--- config.mk ---
export PLATFORM = sky130hd
export DESIGN_NAME = uart_tx
export DESIGN_NICKNAME = d
export VERILOG_FILES = /design/src/rtl/uart_tx.sv
export SDC_FILE = /design/constraint.sdc
export NUM_CORES = 1
export LEC_CHECK = 0
export ABC_AREA = 1
export CORE_ASPECT_RATIO = 0.75
export CORE_MARGIN = 2
export CORE_UTILIZATION = 30
export CTS_CLUSTER_SIZE = 20
export DETAILED_ROUTE_END_ITERATION = 6
export PLACE_DENSITY = 0.48
export REMOVE_ABC_BUFFERS = 1
export SYNTH_ARGS = -nofsm -noshare
export SYNTH_HDL_FRONTEND = slang
export SYNTH_SLANG_ARGS = --single-unit
--- constraint.sdc ---
create_clock -name clk -period 2.55 [get_ports clk]
set_input_delay 0.765 -clock clk [delete_from_list [all_inputs] [get_ports clk]]
set_output_delay 0.765 -clock clk [all_outputs]
set_load 0.005 [all_outputs]
--- src/rtl/uart_tx.sv ---
// UART transmitter: start, DATA_BITS LSB-first, optional parity, 1-2 stop bits, one cell per baud_tick.
// tx is registered and moves one clk after each sampled tick; s_ready is high only while idle, so senders are held off.
module uart_tx #(
  parameter int DATA_BITS  = 8,
  parameter int PARITY_EN  = 0,
  parameter int PARITY_ODD = 0,
  parameter int STOP_BITS  = 1
) (
  input  logic                 clk,
  input  logic                 rst_n,
  input  logic                 baud_tick,
  input  logic [DATA_BITS-1:0] s_data,
  input  logic                 s_valid,
  output logic                 s_ready,
  output logic                 tx,
  output logic                 busy,
  output logic                 tx_done
);

  localparam int            CW        = $clog2(DATA_BITS);
  localparam logic [CW-1:0] LAST_BIT  = CW'(DATA_BITS - 1);
  localparam logic [1:0]    LAST_STOP = 2'(STOP_BITS - 1);
  localparam logic          PAR_EN    = (PARITY_EN != 0);
  localparam logic          PAR_ODD   = (PARITY_ODD != 0);

  typedef enum logic [2:0] {
    S_IDLE,
    S_SYNC,
    S_START,
    S_DATA,
    S_PARITY,
    S_STOP
  } state_t;

  state_t                 r_state;
  logic [DATA_BITS-1:0]   r_shift;
  logic                   r_parity;
  logic [CW-1:0]          r_bit_cnt;
  logic [1:0]             r_stop_cnt;
  logic                   r_tx;
  logic                   r_tx_done;

  state_t                 w_state_nxt;
  logic [DATA_BITS-1:0]   w_shift_nxt;
  logic                   w_parity_nxt;
  logic [CW-1:0]          w_bit_cnt_nxt;
  logic [1:0]             w_stop_cnt_nxt;
  logic                   w_tx_nxt;
  logic                   w_tx_done_nxt;
  logic                   w_accept;

  assign s_ready  = (r_state == S_IDLE);
  assign busy     = ~s_ready;
  assign tx       = r_tx;
  assign tx_done  = r_tx_done;
  assign w_accept = s_valid & s_ready;

  always_ff @(posedge clk or negedge rst_n) begin
    if (!rst_n) begin
      r_state    <= S_IDLE;
      r_shift    <= '0;
      r_parity   <= 1'b0;
      r_bit_cnt  <= '0;
      r_stop_cnt <= '0;
      r_tx       <= 1'b1;
      r_tx_done  <= 1'b0;
    end else begin
      r_state    <= w_state_nxt;
      r_shift    <= w_shift_nxt;
      r_parity   <= w_parity_nxt;
      r_bit_cnt  <= w_bit_cnt_nxt;
      r_stop_cnt <= w_stop_cnt_nxt;
      r_tx       <= w_tx_nxt;
      r_tx_done  <= w_tx_done_nxt;
    end
  end

  // SYNC exists so a tick coinciding with acceptance never shortens the start cell.
  always_comb begin
    w_state_nxt    = r_state;
    w_shift_nxt    = r_shift;
    w_parity_nxt   = r_parity;
    w_bit_cnt_nxt  = r_bit_cnt;
    w_stop_cnt_nxt = r_stop_cnt;
    w_tx_nxt       = r_tx;
    w_tx_done_nxt  = 1'b0;
    case (r_state)
      S_IDLE: begin
        w_tx_nxt = 1'b1;
        if (w_accept) begin
          w_shift_nxt  = s_data;
          w_parity_nxt = (^s_data) ^ PAR_ODD;
          w_state_nxt  = S_SYNC;
        end
      end
      S_SYNC: begin
        if (baud_tick) begin
          w_state_nxt = S_START;
          w_tx_nxt    = 1'b0;
        end
      end
      S_START: begin
        if (baud_tick) begin
          w_state_nxt   = S_DATA;
          w_tx_nxt      = r_shift[0];
          w_bit_cnt_nxt = '0;
        end
      end
      S_DATA: begin
        if (baud_tick) begin
          if (r_bit_cnt < LAST_BIT) begin
            w_shift_nxt   = r_shift >> 1;
            w_tx_nxt      = r_shift[1];
            w_bit_cnt_nxt = r_bit_cnt + 1'b1;
          end else if (PAR_EN) begin
            w_state_nxt = S_PARITY;
            w_tx_nxt    = r_parity;
          end else begin
            w_state_nxt    = S_STOP;
            w_tx_nxt       = 1'b1;
            w_stop_cnt_nxt = '0;
          end
        end
      end
      S_PARITY: begin
        if (baud_tick) begin
          w_state_nxt    = S_STOP;
          w_tx_nxt       = 1'b1;
          w_stop_cnt_nxt = '0;
        end
      end
      S_STOP: begin
        w_tx_nxt = 1'b1;
        if (baud_tick) begin
          if (r_stop_cnt < LAST_STOP) begin
            w_stop_cnt_nxt = r_stop_cnt + 1'b1;
          end else begin
            w_state_nxt   = S_IDLE;
            w_tx_done_nxt = 1'b1;
          end
        end
      end
      default: begin
        w_state_nxt = S_IDLE;
        w_tx_nxt    = 1'b1;
      end
    endcase
  end

endmodule

==> impl_metrics.json <==
{
  "run_status": "complete, no violations",
  "antenna_found_initial": 0,
  "clock_sinks": 16,
  "coreArea_mm2": 0.00327,
  "die_width_um": 71.3,
  "share_comb_of_total_power": 0.526,
  "yosysSeqAreaShare": 0.394,
  "rr_startpoint": "r_state[1]",
  "regArea_um2": 402,
  "num_vias": 847,
  "path_cells": "nor2_4 > nand2_4 > inv_1 > clkdlybuf4s50_1",
  "diodes": 0,
  "switchingPower_mw": 0.680,
  "dieHeight_um": 54.5,
  "skew_ps": 5.96,
  "grt_usage": 0.139,
  "hold_path_class": "reg -> reg",
  "power.leakage_nw": 0.639,
  "power.internal_mw": 0.791,
  "layout_common_cells": "nand2_1 (55), nand3_1 (16), clkdlybuf4s50_1 (15), dfrtp_1 (15), inv_1 (9)",
  "cp_max_fo": 8,
  "htreeDepth": 1,
  "pre_cts_ws_ps": 379,
  "fin_crit_sh": 0.958,
  "syn_area_mm2": 0.00102,
  "clock_power_share": 0.135,
  "cts_root_buf": "clkbuf_8",
  "synthXorXnorAreaFrac": 0.00859,
  "synth_top_family_by_area": "simple AND/OR/NAND/NOR gates",
  "start_util": 0.312,
  "cts_inserted_buffers": 3,
  "swShare": 0.462,
  "postCtsSetupRepairBufs": 0,
  "fmax_mhz": 409,
  "vdd_drop_max_uv": 402,
  "clk_pin_slew_ps": 70,
  "wl_per_cell_um": 12.0,
  "synth_compound_area_frac": 0.0417,
  "maxSlewHeadroom": 0.716,
  "whs_ps": 471,
  "drive_gt1_frac": 0.161,
  "fin_ws_ps": 106,
  "hold_buffers": 0,
  "yosys_warnings": 0,
  "rsz0062_at_grt": "false",
  "finalSetupViolCount": 0,
  "dp_hpwl_mm": 1.68,
  "multi_input_area_um2": 538,
  "fin_util": 0.380,
  "synth_cell_types": 25,
  "grt_pass1_vias": 826,
  "cp.arrival_ps": 1680,
  "drtIter0Drc": 49,
  "reg2reg_slack_ps": 1100,
  "die-area_mm2": 0.00389,
  "overflow": 0,
  "hold_violations": 0,
  "tightest_slew_ps": 426,
  "reg2reg_depth": 7,
  "startpoint": "r_state[1]",
  "grt_max_degree": 17,
  "drc": 0,
  "synth_simple_gate_area_frac": 0.465,
  "critPathBufInv": 2,
  "cts_resized": 0,
  "period_minus_slack_ps": 2440,
  "layout.cells.most_common": "nand2_1",
  "syn-instance-count": 132,
  "fillCellCount": 348,
  "cp.required_ps": 1790,
  "power_mw": 1.47,
  "fp-row-count": 18,
  "firstDrtPassIters": 4,
  "grt_pass1_wl_mm": 4.03,
  "crit_path_start_kind": "flip-flop",
  "cts.path.max_buffers": 2,
  "worstSetupPathType": "reg -> out",
  "endpoint": "s_ready",
  "p_per_area_mw_per_mm2": 1180,
  "ant_nets": 0,
  "finalMaxSlewViolations": 0,
  "clock_latency_ps": 250,
  "gp_congestion": 0.749,
  "synth-adder-area-share": 0.0123,
  "crit_family": "buffers and inverters",
  "finalNetCount": 163,
  "avgSynthCellArea_um2": 7.73,
  "muxShareOfSynthArea": 0,
  "critPathMaxStageDelay_ps": 510,
  "timing.rr.end": "r_shift[1]",
  "critPathCaptureType": "primary output",
  "max_cap_viol_count": 0,
  "synth-seq-cells": 16,
  "tritoncts": "yes",
  "area_growth_pct": 21.8,
  "cp_num_cells": 4,
  "viasPerCell": 4.48,
  "slowest_stage": "dfrtp_1",
  "tns_ps": 0,
  "routed_wl_mm": 2.27,
  "portBuffers": 15,
  "p_seq_frac": 0.339,
  "io-pin-count": 16
}
how the worst min path moves through the flow:
stage | startpoint | endpoint | slack, ps | depth (start not counted)
after global routing | r_shift[3] | r_shift[3] | 500 | 2
after global placement | r_shift[1] | r_shift[1] | 450 | 2
after CTS | r_shift[6] | r_shift[6] | 470 | 2
after floorplan | r_shift[1] | r_shift[1] | 440 | 2
final | r_shift[6] | r_shift[6] | 470 | 2
after detailed placement | r_shift[5] | r_shift[5] | 460 | 2
Yosys cell counts (all sizes together):
cell type  number  area share
dfrtp          15        0.37
o21ai           6       0.037
xnor2           1      0.0086
nand4           1      0.0061
nor4            1      0.0061
nor2            8       0.055
dfstp           1       0.026
nand3          19        0.11
ha              1       0.012
a21oi           1      0.0049
nand2          63        0.29
inv            12       0.049
buf             3       0.029
tightest hold or removal path, stage by stage, from the launching register on:
cell     delay (ps)
dfrtp_1         340
nand2_1          50
nand2_1          40
power by group through the flow:
stage | clock network [mW] | registers (mW) | logic (mW)
finish | 0.198 | 0.499 | 0.774
global route | 0.220 | 0.518 | 0.889
CTS | 0.208 | 0.499 | 0.785
detailed placement | 0 | 0.503 | 0.783
global placement | 0 | 0.495 | 0.773
floorplan | 0 | 0.481 | 0.574
kinds of logic after synthesis:
logic type / Yosys count
buf+inv: 15
fa+ha+maj: 1
xor+xnor: 1
flops: 16
simple gates: 92
compound gates: 7
final cells by class:
class,count,share of cell area
sequential,16,0.323
clock buffer,4,0.0363
tap,40,0.0403
inverter,12,0.0403
multi-input combinational,101,0.433
timing repair buffer,16,0.127
state kept, by name, summed over array words and instances (netlist names):
name / flops
tx: 1
r_bit_cnt: 3
r_shift: 8
r_state: 3
tx_done: 1
metrics by stage:
step | std cells | area (µm²)
after floorplan | 129 | 990
after global placement | 185 | 1200
after detailed placement | 185 | 1200
after CTS | 189 | 1240
after global routing | 189 | 1240
final | 189 | 1240
metal layers:
layer / wire length (µm) / global-route usage / up-vias
li1: - / - / 451
met1: 1140 / 0.182 / 378
met2: 990 / 0.225 / 16
met3: 122 / 0.0424 / 2
met4: 17 / 0.0377 / 0
met5: 0 / 0 / -
Power figures use the tool's default switching activity.
